$ cat src/rtl/run_gen_pkg.sv
// Shared definitions for the run-length pattern generator and its detector predictor.
package run_gen_pkg;

   localparam int LEN_W_DEF  = 4;
   localparam int STREAK_MAX = 3;

   typedef enum logic {
      RG_IDLE = 1'b0,
      RG_RUN  = 1'b1
   } rg_state_e;

endpackage

$ cat src/rtl/run_streak_tracker.sv
// Predicts the 000/111 run detector output for the stream leaving run_pattern_gen.
// Only instantiated when RUN_PATTERN_GEN_PRED_EN is defined.
module run_streak_tracker
   import run_gen_pkg::*;
(
   input  logic clk,
   input  logic rst_n,
   input  logic x,
   input  logic x_valid,
   output logic exp_y
);

   logic [1:0] streak_q, streak_d;
   logic       last_q, last_d;

   // Idle cycles leave the streak untouched, so gaps are invisible to the detector model.
   always_comb begin
      streak_d = streak_q;
      last_d   = last_q;
      if (x_valid) begin
         last_d = x;
         if (streak_q != 2'd0 && x == last_q)
            streak_d = (streak_q == 2'(STREAK_MAX)) ? streak_q : streak_q + 2'd1;
         else
            streak_d = 2'd1;
      end
      exp_y = x_valid && (streak_d >= 2'(STREAK_MAX));
   end

   always_ff @(posedge clk or negedge rst_n) begin
      if (!rst_n) begin
         streak_q <= 2'd0;
         last_q   <= 1'b0;
      end else begin
         streak_q <= streak_d;
         last_q   <= last_d;
      end
   end

endmodule

$ cat src/rtl/run_pattern_gen.sv
// Serial run-length transmitter: (bit, length) commands in, 1-bit stream x out.
// Define RUN_PATTERN_GEN_PRED_EN to drive exp_y from the detector predictor.
module run_pattern_gen
   import run_gen_pkg::*;
#(
   parameter int LEN_W = LEN_W_DEF
) (
   input  logic             clk,
   input  logic             rst_n,
   input  logic             cmd_valid,
   output logic             cmd_ready,
   input  logic             cmd_bit,
   input  logic [LEN_W-1:0] cmd_len,
   output logic             x,
   output logic             x_valid,
   output logic             busy,
   output logic             exp_y
);

   rg_state_e        state_q, state_d;
   logic [LEN_W-1:0] cnt_q, cnt_d;
   logic             x_q, x_d;
   logic             x_valid_q, x_valid_d;
   logic             load;

   // cnt_q counts the bits still to send including the one on x now, so 1 marks the last bit.
   // NOTE: every always_comb output gets a default first so no latch is inferred.
   always_comb begin
      state_d   = state_q;
      cnt_d     = cnt_q;
      x_d       = x_q;
      x_valid_d = x_valid_q;
      cmd_ready = (state_q == RG_IDLE) || (cnt_q == LEN_W'(1));
      load      = cmd_valid && cmd_ready && (cmd_len != '0);

      if (load) begin
         state_d   = RG_RUN;
         cnt_d     = cmd_len;
         x_d       = cmd_bit;
         x_valid_d = 1'b1;
      end else if (state_q == RG_RUN) begin
         if (cnt_q == LEN_W'(1)) begin
            state_d   = RG_IDLE;
            cnt_d     = '0;
            x_valid_d = 1'b0;
         end else begin
            cnt_d = cnt_q - LEN_W'(1);
         end
      end
   end

   // NOTE: sequential state uses non-blocking assignments so every flop samples pre-edge values.
   always_ff @(posedge clk or negedge rst_n) begin
      if (!rst_n) begin
         state_q   <= RG_IDLE;
         cnt_q     <= '0;
         x_q       <= 1'b0;
         x_valid_q <= 1'b0;
      end else begin
         state_q   <= state_d;
         cnt_q     <= cnt_d;
         x_q       <= x_d;
         x_valid_q <= x_valid_d;
      end
   end

   assign x       = x_q;
   assign x_valid = x_valid_q;
   assign busy    = (state_q == RG_RUN);

`ifdef RUN_PATTERN_GEN_PRED_EN
   run_streak_tracker u_streak (
      .clk     (clk),
      .rst_n   (rst_n),
      .x       (x_q),
      .x_valid (x_valid_q),
      .exp_y   (exp_y)
   );
`else
   assign exp_y = 1'b0;
`endif

endmodule

$ cat config.mk
export PLATFORM = sky130hd
export DESIGN_NAME = run_pattern_gen
export DESIGN_NICKNAME = d
export VERILOG_FILES = /design/src/rtl/run_gen_pkg.sv /design/src/rtl/run_streak_tracker.sv /design/src/rtl/run_pattern_gen.sv
export SDC_FILE = /design/constraint.sdc
export NUM_CORES = 1
export LEC_CHECK = 0
export BUFFER_PORTS_ARGS = -buffer_cell sky130_fd_sc_hd__buf_2
export CAP_MARGIN = 10
export CORE_AREA = 5 5 42 44
export DETAILED_ROUTE_END_ITERATION = 10
export DIE_AREA = 0 0 47 49
export GPL_TIMING_DRIVEN = 0
export PLACE_DENSITY = 0.53
export SYNTH_ARGS = -nofsm -noshare
export SYNTH_HDL_FRONTEND = slang
export SYNTH_SLANG_ARGS = --single-unit
$ cat constraint.sdc
create_clock -name clk -period 2.2 [get_ports clk]
set_clock_uncertainty 0.05 [all_clocks]
set_input_delay 0.11 -clock clk [delete_from_list [all_inputs] [get_ports clk]]
set_output_delay 0.11 -clock clk [all_outputs]
set_load 0.03 [all_outputs]
* After elaboration in Yosys (flattened, before gate mapping)
Index checks and enable logic that the tools add are counted.
W data, S select, Z words.
** Storage, ports and cells
- Flip-flop bits (word level) :: 7
- Bits of input ports :: 8
- Output and inout bits :: 5
- Logic and storage cells :: 23
** Cells by class
- $add $sub $neg :: 1
- Equality and inequality tests :: 1
- Multiplexer cells :: 9
- Bitwise gates (word level) :: 1
- Reductions and logical operators :: 7
** Operators with widths (count)
- $mux W4 :: 3
- $mux W1 :: 6
- $eq A4 B1 Y1 const B :: 1
- $reduce_bool A2 Y1 :: 2
- $reduce_bool A4 Y1 :: 1
- $sub A4 B1 Y4 const B :: 1
- $logic_and A1 B1 Y1 :: 2
- $reduce_and A2 Y1 :: 1
- $logic_or A1 B1 Y1 :: 1
- $not A1 Y1 :: 1

* Longest topological paths before layout
Gate-level depths: netlist (run 1).
- Word-level depth :: 6
- Depth in mapped cells :: 5
- Mapped depth without buffers :: 5

* Worst setup path before layout (run 1)
Ideal clock, no wire load.
- Path kind :: flip-flop to flip-flop
- Start point :: reg cnt_q[1]
- End point :: reg cnt_q[0]
- Library setup time :: 0.167 ns
- Arrival :: 1.585 ns
- Required time :: 1.983 ns
- Setup slack :: 0.398 ns
- Stages on the path, launching flop included :: 6
- Cells stage by stage :: dfrtp_1 > inv_1 > ha_1 > nand2b_1 > o21ai_0 > o211ai_1
** On the way
- Cells in the longest elaborated chain, start to end :: 5
** Ends and longest elaborated chain
- start: declaration :: RTL line run_pattern_gen.sv:21 : logic [LEN_W-1:0] cnt_q, cnt_d;
- start signal: assignment :: RTL line run_pattern_gen.sv:61 : cnt_q <= cnt_d;
- $eq A4 B1 Y1 (*) :: RTL line run_pattern_gen.sv:33 : cmd_ready = (state_q == RG_IDLE) || (cnt_q == LEN_W'(1));
- $logic_or A1 B1 Y1 (*) :: RTL line run_pattern_gen.sv:33
- net cmd_ready :: RTL line run_pattern_gen.sv:11 : output logic cmd_ready,
- $logic_and A1 B1 Y1 (*) (2 in series) :: RTL line run_pattern_gen.sv:34 : load = cmd_valid && cmd_ready && (cmd_len != '0);
- $mux W4 / $reduce_bool A2 Y1 (equally long branches)
The timed path passes the listed nets; every way through them passes the cells marked *. The select of a mux whose other input is x is not followed.
A chain may end at the register's enable or synchronous reset.

* Worst setup path after layout (run 1)
- Start point :: reg cnt_q[1]
- End point :: out cmd_ready
** On the way
- Cells in the longest elaborated chain, start to end :: 2
** Ends and longest elaborated chain (RTL line)
- $eq A4 B1 Y1 :: run_pattern_gen.sv:33
- $logic_or A1 B1 Y1 :: run_pattern_gen.sv:33
- end: declaration :: run_pattern_gen.sv:11
No other way between the ends.

==> results of run 1 <==
-- final cells by class --
class	count	area (µm²)	area share (%)
Buffer	1	7.51	1.37
Sequential cell	7	175	32.0
Tap cell	16	20.0	3.66
Clock buffer	4	26.3	4.81
Timing Repair Buffer	12	65.1	11.9
Inverter	3	11.3	2.06
Multi-Input combinational cell	29	241	44.2
-- sequential cells by signal, indices dropped and copies added (netlist names) --
name     flops
cnt_q        4
x_valid      1
busy         1
x            1
-- worst max-delay path: stages (launching register included) --
cell and delay [ns]:
dfrtp_1 0.39, inv_1 0.09, ha_1 0.18, nand2b_1 0.09, o21ai_0 0.32, buf_2 0.27
-- per-layer routing --
metal	vias up	global-route usage [%]	routed length, µm
met5	-	0	0
met3	2	2.58	38
met1	159	12.8	409
met2	9	13.1	414
li1	177	-	-
met4	0	5.53	6
-- metrics by stage --
step,instances,utilization [%]
after global routing,72,39.0
final,72,39.0
after global placement,67,36.4
after floorplan,40,-
after detailed placement,67,36.4
after CTS,72,39.0
-- cell usage in the layout, fill, tap and decap left out --
master,netlist,final
a21oi_1,3,3
mux2i_1,1,1
clkbuf_4,0,3
clkbuf_1,0,1
o21a_4,1,1
inv_1,3,3
nand2b_1,1,1
dlygate4sd3_1,0,1
mux2_4,3,3
o41a_1,1,1
nor2_1,3,3
nor4b_1,1,1
o211ai_1,3,3
conb_1,1,1
o21ai_0,2,2
nand3_1,1,1
ha_1,2,2
and3b_1,1,1
mux2_2,1,1
buf_4,1,1
a21boi_0,1,1
dfrtp_1,7,7
nor3b_2,1,1
buf_2,0,11
nand2_1,1,1
o41ai_1,1,1
-- logic make-up (layout without fill, tap and decap cells) --
logic type / after synthesis / in the layout / share of synthesized area (%)
compound gates: 12 / 12 / 20.7
simple gates: 9 / 9 / 12.9
flops: 7 / 7 / 40.2
mux: 5 / 5 / 15.2
buf+inv: 4 / 20 / 4.31
fa+ha+maj: 2 / 2 / 5.75
other cells: 1 / 1 / 0.861
-- worst min-delay path by stage --
| stage | start | end | slack (ns) | cells past startpoint |
|---|---|---|---|---|
| global route | cmd_bit | x | 0.04 | 2 |
| floorplan | rst_n | busy | -0.24 | 0 |
| finish | cmd_bit | x | 0.05 | 2 |
| CTS | cmd_bit | x | 0.04 | 2 |
| global placement | rst_n | cnt_q[3] | -0.09 | 1 |
| detailed placement | rst_n | cnt_q[3] | -0.1 | 1 |
-- where the power goes --
part / total, W / switching (W) / internal, W
combinational: 0.000401 / 0.000203 / 0.000198
clock: 0.000115 / 0.0000460 / 0.0000691
sequential: 0.000257 / 0.0000625 / 0.000194
-- timing repair --
item	CTS	global route
resized for setup	0	0
hold buffers	1	0
endpoints found under the hold margin	7	0
setup endpoints to repair	0	0
==> results.toml, run 1 <==
[finish]
nets = 67
design_area_um2 = 547
area_growth_pct = 25.6
antenna_cells = 0
fill_cells = 151
drive_gt1_share_pct = 37.5

[sta]
clock.fmax_ghz = 0.570
setup-violations-final = 0
fin_ws_ns = 0.446
holdWs_ns = 0.0508
hold_violations = 0
maxSlewViolCount = 0
tns_ns = 0
rsz0062_at_grt = "false"
post-route-min-period_ns = 1.75
period_share_pct = 79.7

[route]
drc = 0
drt_pre_antenna_iters = 3
ant_nets = 0
wirelength_um = 869
vias = 347
viasPerCell = 4.82
wl_per_cell_um = 12.1
drt_iter0_markers = 3

[die]
rows = 14
start_util_pct = 31.1
die_w_um = 47
core_um2 = 1400
die_area_um2 = 2300
die_h_um = 49
ios = 13

[global_routing]
grt_pass1_wl_um = 1590
antenna_found_initial = 0
grt.overflow.total = 0
grt_use_total_pct = 9.50
grt_start_max_net_pins = 10
grt_pass1_vias = 378

[critical_path]
path_max_fanout = 3
r2r_slack_ns = 0.52
critPathCaptureType = "primary output"
rr_worst_depth = 5
required_ns = 2.04
regToRegStartpoint = "cnt_q[1]"
crit_start = "cnt_q[1]"
crit_path_start_kind = "flip-flop"
crit_path_end = "cmd_ready"
crit_arrival_ns = 1.59
critPathKind = "reg2out"
r2r_end = "x"

[placed_design]
dpl-instance-area_um2 = 510
hpwlAfterDp_um = 715
io_buffers = 11
pre_cts_ws_ns = 0.524
routabilityCongestion = 0.707

[yosys]
synth.distinct_cells = 22
netlist.area_leader.share_pct = 40.2
synthesis.area_um2 = 435
synth_top_area_cell = "dfrtp_1"
async_reset_ff_share_pct = 100
ys_seq_elements = 7
syn-instance-count = 40
synth.yosys.seq_area_share_pct = 40.2
synth.most_common_cell = "dfrtp_1"
ys_top_cells_by_area = "dfrtp_1 40%, mux2_4 10%, ha_1 5.7%"
ys.flop_type = "dfrtp_1"
syn_nets = 50
synth_edf_count = 0
syn_area_per_cell_um2 = 10.9
yosys_warnings = 0

[clock_network]
numCtsBuffers = 3
cts_setup_buffers = 0
clock_latency_ns = 0.25
tritoncts = "yes"
numClockSinks = 7
cts_buffer_depth = 2
htreeDepth = 1
cts_root_buffer = "clkbuf_4"
clk_pin_slew_worst_paths_ns = 0.05

[run_status]
status = "completed"

[power]
max-vdd-ir-drop_uv = 512
p_total_w = 0.000773
p_per_area_nw_per_um2 = 1410
leakage_nw = 0.257

[hold_path]
hp-class = "in2reg"

[run]
drv_cap = 0
No activity file was read; power rests on OpenSTA's default activity.
==> run 2: changes to the inputs <==
--- a/config.mk
+++ b/config.mk
@@ -11,7 +11,7 @@
 export DETAILED_ROUTE_END_ITERATION = 10
 export DIE_AREA = 0 0 47 49
 export GPL_TIMING_DRIVEN = 0
-export PLACE_DENSITY = 0.53
+export PLACE_DENSITY = 0.55
 export SYNTH_ARGS = -nofsm -noshare
 export SYNTH_HDL_FRONTEND = slang
 export SYNTH_SLANG_ARGS = --single-unit
==> constraint.sdc (replaced) <==
create_clock -name clk -period 1.6 [get_ports clk]
set_clock_uncertainty 0.05 [all_clocks]
set_input_delay 0.08 -clock clk [delete_from_list [all_inputs] [get_ports clk]]
set_output_delay 0.08 -clock clk [all_outputs]
set_load 0.03 [all_outputs]
==> results.toml, run 2 (same netlist as run 1, synthesis figures left out) <==
[finish]
final_cell_mix = "10 x buf_2, 5 x dfrtp_1, 4 x buf_4"
fill_cells = 150
area_growth_pct = 39.4
top_register = "cnt_q"
antenna_cells = 0
nets = 70
mostFrequentLayoutCell = "buf_2"
largest_reg_flops = 4
final_cells = 75
design_area_um2 = 607
fin_util_pct = 43.3
drive_gt1_share_pct = 50.8

[critical_path]
critPathKind = "reg2reg"
crit_path_start_kind = "flip-flop"
r2r_slack_ns = 0.06
path_max_fanout = 4
regToRegStartpoint = "cnt_q[1]"
slowest_delay_ns = 0.42
crit_arrival_ns = 1.63
rr_worst_depth = 5
critical_path.slowest_cell = "dfrtp_1"
critPathCaptureType = "flip-flop"
crit_buf_inv = 1
cp_cell_sequence = "inv_2 > ha_4 > nor3b_4 > o21a_4 > mux2_4"
r2r_end = "x"
critPathTopFamily = "flip-flops"
required_ns = 1.68

[route]
vias = 359
drt_pre_antenna_iters = 4
ant_nets = 0
viasPerCell = 4.79
drc = 0
wl_per_cell_um = 13.3
drt_iter0_markers = 6
wirelength_um = 997

[sta]
period_share_pct = 96.4
tns_ns = 0
rsz0062_at_grt = "true"
clock.fmax_ghz = 0.648
post-route-min-period_ns = 1.54
hold_violations = 0
maxSlewViolCount = 0
setup-violations-final = 0
fin_ws_ns = 0.0577

[hold_path]
hold_end = "cnt_q[1]"
hp-class = "in2reg"
min_path_cells = 2
min_from = "cmd_len[1]"

[power]
p_per_area_nw_per_um2 = 1980
leakage_nw = 0.278
max-vdd-ir-drop_uv = 859

[die]
rows = 14
ios = 13
start_util_pct = 31.1
die_area_um2 = 2300
core_um2 = 1400
die_h_um = 49
die_w_um = 47

[clock_network]
numCtsBuffers = 3
cts_root_buffer = "clkbuf_4"
clk_pin_slew_worst_paths_ns = 0.06
htreeDepth = 1
numClockSinks = 7
clock_latency_ns = 0.26
tritoncts = "yes"
cts_buffer_depth = 2

[run]
drv_cap = 0

[global_routing]
grt_use_total_pct = 11.0
grt_pass1_wl_um = 1720
grt.overflow.total = 0
grt_pass1_vias = 400
grt_start_max_net_pins = 10
antenna_found_initial = 0

[placed_design]
pre_cts_ws_ns = -0.0696
routabilityCongestion = 0.733
placed_cells_incl_taps = 67
dpl-instance-area_um2 = 512
hpwlAfterDp_um = 708
io_buffers = 11

[run_status]
status = "completed"
==> run 2: cell types whose count changed in the layout (fill, tap and decap cells not counted), sizes merged <==
cell	delta
buf	+2
clkbuf	-1
dlygate4sd3	+1
clkinv	+1
==> run 2: layout make-up <==
| class | instances | area [µm²] | area share, % |
|---|---|---|---|
| clock buffers | 3 | 22.5 | 3.71 |
| clock inverters | 1 | 5.00 | 0.825 |
| repair buffers | 15 | 92.6 | 15.3 |
| flip-flops and latches | 7 | 178 | 29.3 |
| well taps | 16 | 20.0 | 3.30 |
| multi-input cells | 29 | 270 | 44.5 |
| inverters | 3 | 11.3 | 1.86 |
| plain buffers | 1 | 7.51 | 1.24 |
==> run 2: per-stage QoR <==
stage | power, W | hold WS, ns
after detailed placement | 0.000930 | -0.126
final | 0.00120 | 0.0370
after CTS | 0.00115 | 0.0276
after global routing | 0.00130 | 0.0316
after global placement | 0.000911 | -0.128
after floorplan | 0.000786 | -0.266
==> run 2: worst max-delay path by stage <==
| stage | depth (start not counted) | endpoint | start |
|---|---|---|---|
| 2_1_floorplan | 3 | cnt_q[3] | busy |
| 3_3_place_gp | 5 | x | cnt_q[1] |
| 3_5_place_dp | 5 | cnt_q[1] | cnt_q[1] |
| 4_1_cts | 5 | x | cnt_q[1] |
| 5_1_grt | 5 | x | cnt_q[1] |
| 6_report | 5 | x | cnt_q[1] |
==> run 2: power breakdown <==
group	total (W)	internal [W]	switching, W
clock network	0.000165	0.0000918	0.0000735
registers	0.000394	0.000271	0.000124
logic	0.000644	0.000339	0.000306
==> run 2: metal layers <==
metal	share of wire, %	track usage (%)	vias up
li1	-	-	182
met1	44	13.4	163
met2	49	14.7	12
met3	5.8	2.58	2
met4	1.4	11.1	0
met5	0	0	-
==> run 2: timing repair <==
item | CTS | global route
endpoints found under the setup margin | 4 | 5
gates resized for setup | 3 | 5
gates cloned | 0 | 0
buffers inserted | 1 | 1
hold buffers | 2 | 0
endpoints found under the hold margin | 8 | 0
pin swaps | 0 | 1
==> run 2: worst reg2reg max path, cell delays in order (launching register included) <==
cell and delay (ns):
dfrtp_1 0.42, inv_2 0.09, ha_4 0.14, nor3b_4 0.22, o21a_4 0.20, mux2_4 0.30
==> run 3: changes to the inputs <==
--- a/config.mk
+++ b/config.mk
@@ -5,13 +5,15 @@
 export SDC_FILE = /design/constraint.sdc
 export NUM_CORES = 1
 export LEC_CHECK = 0
-export BUFFER_PORTS_ARGS = -buffer_cell sky130_fd_sc_hd__buf_2
+export BUFFER_PORTS_ARGS = -buffer_cell sky130_fd_sc_hd__buf_4
 export CAP_MARGIN = 10
 export CORE_AREA = 5 5 42 44
 export DETAILED_ROUTE_END_ITERATION = 10
 export DIE_AREA = 0 0 47 49
 export GPL_TIMING_DRIVEN = 0
 export PLACE_DENSITY = 0.55
+export SLEW_MARGIN = 20
 export SYNTH_ARGS = -nofsm -noshare
 export SYNTH_HDL_FRONTEND = slang
+export SYNTH_HIERARCHICAL = 1
 export SYNTH_SLANG_ARGS = --single-unit
==> results.toml, run 3 <==
[critical_path]
crit_path_start_kind = "flip-flop"
cp_cell_sequence = "inv_2 > ha_4 > nor3b_4 > o21a_4 > mux2_4"
critPathCaptureType = "flip-flop"
critical_path.slowest_cell = "dfrtp_1"
slowest_delay_ns = 0.40
required_ns = 1.68
path_max_fanout = 4
crit_start = "cnt_q[1]"
regToRegStartpoint = "cnt_q[1]"
crit_arrival_ns = 1.60
critPathKind = "reg2reg"

[yosys]
synth.distinct_cells = 22
netlist.area_leader.share_pct = 40.2
yosys_warnings = 6
syn-instance-count = 40
async_reset_ff_share_pct = 100
syn_area_per_cell_um2 = 10.9
synth_edf_count = 0
ys_seq_elements = 7
ys_top_cells_by_area = "dfrtp_1 40%, mux2_4 10%, ha_1 5.7%"
syn_nets = 50
ys.flop_type = "dfrtp_1"
synth_top_area_cell = "dfrtp_1"
synthesis.area_um2 = 435
synth.yosys.seq_area_share_pct = 40.2
synth.most_common_cell = "dfrtp_1"

[clock_network]
numCtsBuffers = 3
clock_latency_ns = 0.24
tritoncts = "yes"
cts_root_buffer = "clkbuf_4"
clk_pin_slew_worst_paths_ns = 0.05
htreeDepth = 1
cts_buffer_depth = 2
numClockSinks = 7

[die]
core_um2 = 1400
ios = 13
start_util_pct = 31.1
die_area_um2 = 2300
die_h_um = 49
die_w_um = 47
rows = 14

[finish]
fin_util_pct = 43.8
area_growth_pct = 40.8
mostFrequentLayoutCell = "buf_4"
largest_reg_flops = 4
final_cell_mix = "13 x buf_4, 5 x dfrtp_1"
nets = 68
top_register = "cnt_q"
antenna_cells = 0
drive_gt1_share_pct = 49.1

[placed_design]
routabilityCongestion = 0.772
io_buffers = 11

[route]
wl_per_cell_um = 12.8
viasPerCell = 4.73
ant_nets = 0
drt_pre_antenna_iters = 1
drt_iter0_markers = 0
wirelength_um = 936
vias = 345
drc = 0

[power]
max-vdd-ir-drop_uv = 856
p_total_w = 0.00119
leakage_nw = 0.275
p_per_area_nw_per_um2 = 1940

[run_status]
status = "completed"

[global_routing]
grt.overflow.total = 0
antenna_found_initial = 0
grt_start_max_net_pins = 10
grt_pass1_vias = 378
grt_use_total_pct = 10.1
grt_pass1_wl_um = 1670

[sta]
holdWs_ns = 0.0124
rsz0062_at_grt = "false"
hold_violations = 0
clock.fmax_ghz = 0.660
post-route-min-period_ns = 1.52
tns_ns = 0
setup-violations-final = 0
maxSlewViolCount = 0
period_share_pct = 94.7

[run]
drv_cap = 0

[hold_path]
hp-class = "in2reg"
min_from = "cmd_bit"
## run 3: metrics by stage
step           std cells  worst slack [ns]  area, µm²
3_5_place_dp          67           -0.0972        539
6_report              73            0.0849        613
3_3_place_gp          67           -0.0492        539
2_1_floorplan         40            0.0594        437
4_1_cts               73           0.00805        589
5_1_grt               73           0.00901        613
## run 3: final cells by class
class,instances,area (µm²)
fillers,144,788
well taps,16,20.0
plain buffers,1,7.51
flip-flops and latches,7,178
clock buffers,4,26.3
multi-input cells,29,270
inverters,3,11.3
repair buffers,13,100
## run 3: repair_timing
| action | CTS | global route |
|---|---|---|
| pin swaps | 0 | 1 |
| hold buffers | 1 | 0 |
| gates resized for setup | 1 | 6 |
| setup buffers | 1 | 0 |
| setup endpoints to repair | 3 | 5 |
| hold endpoints to repair | 7 | 0 |
## run 3: final timing paths
kind | cells after the start | endpoint | slack, ns
setup / recovery | 5 | cnt_q[1] | 0.08
hold / removal | 2 | x | 0.01
setup reg to reg | 5 | cnt_q[1] | 0.08
hold reg to reg | 1 | x | 0.47
max in group asynchronous | 2 | cnt_q[0] | 1.24
min in group asynchronous | 2 | x | 0.13
## run 3: cells by family (layout without fill, tap and decap cells)
family | Yosys count | after routing | share of synthesized area (%)
DFF | 7 | 7 | 40.2
AOI/OAI and AO/OA | 12 | 12 | 20.7
buffers and inverters | 4 | 21 | 4.31
adders and majority gates | 2 | 2 | 5.75
other | 1 | 1 | 0.861
and+or+nand+nor | 9 | 9 | 12.9
muxes | 5 | 5 | 15.2
## run 3: report_power, final
| group | switching, W | leakage, nW | internal, W | total (W) |
|---|---|---|---|---|
| clock network | 0.0000628 | 0.0150 | 0.0000950 | 0.000158 |
| logic | 0.000291 | 0.179 | 0.000345 | 0.000636 |
| registers | 0.000124 | 0.0808 | 0.000271 | 0.000395 |
## run 3: layer usage
metal | GRT usage [%] | wire, µm | vias up
met5 | 0 | 0 | -
met4 | 5.53 | 12 | 0
met3 | 2.21 | 48 | 2
met2 | 14.3 | 462 | 10
met1 | 14.0 | 413 | 152
li1 | - | - | 181
## run 3: worst max-delay path: cells and delay by family, from the launching register on
family          cells  cell delay, ns
compound gates      1            0.20
fa+ha+maj           1            0.14
buf+inv             1            0.09
flops               1            0.40
mux                 1            0.30
simple gates        1            0.22
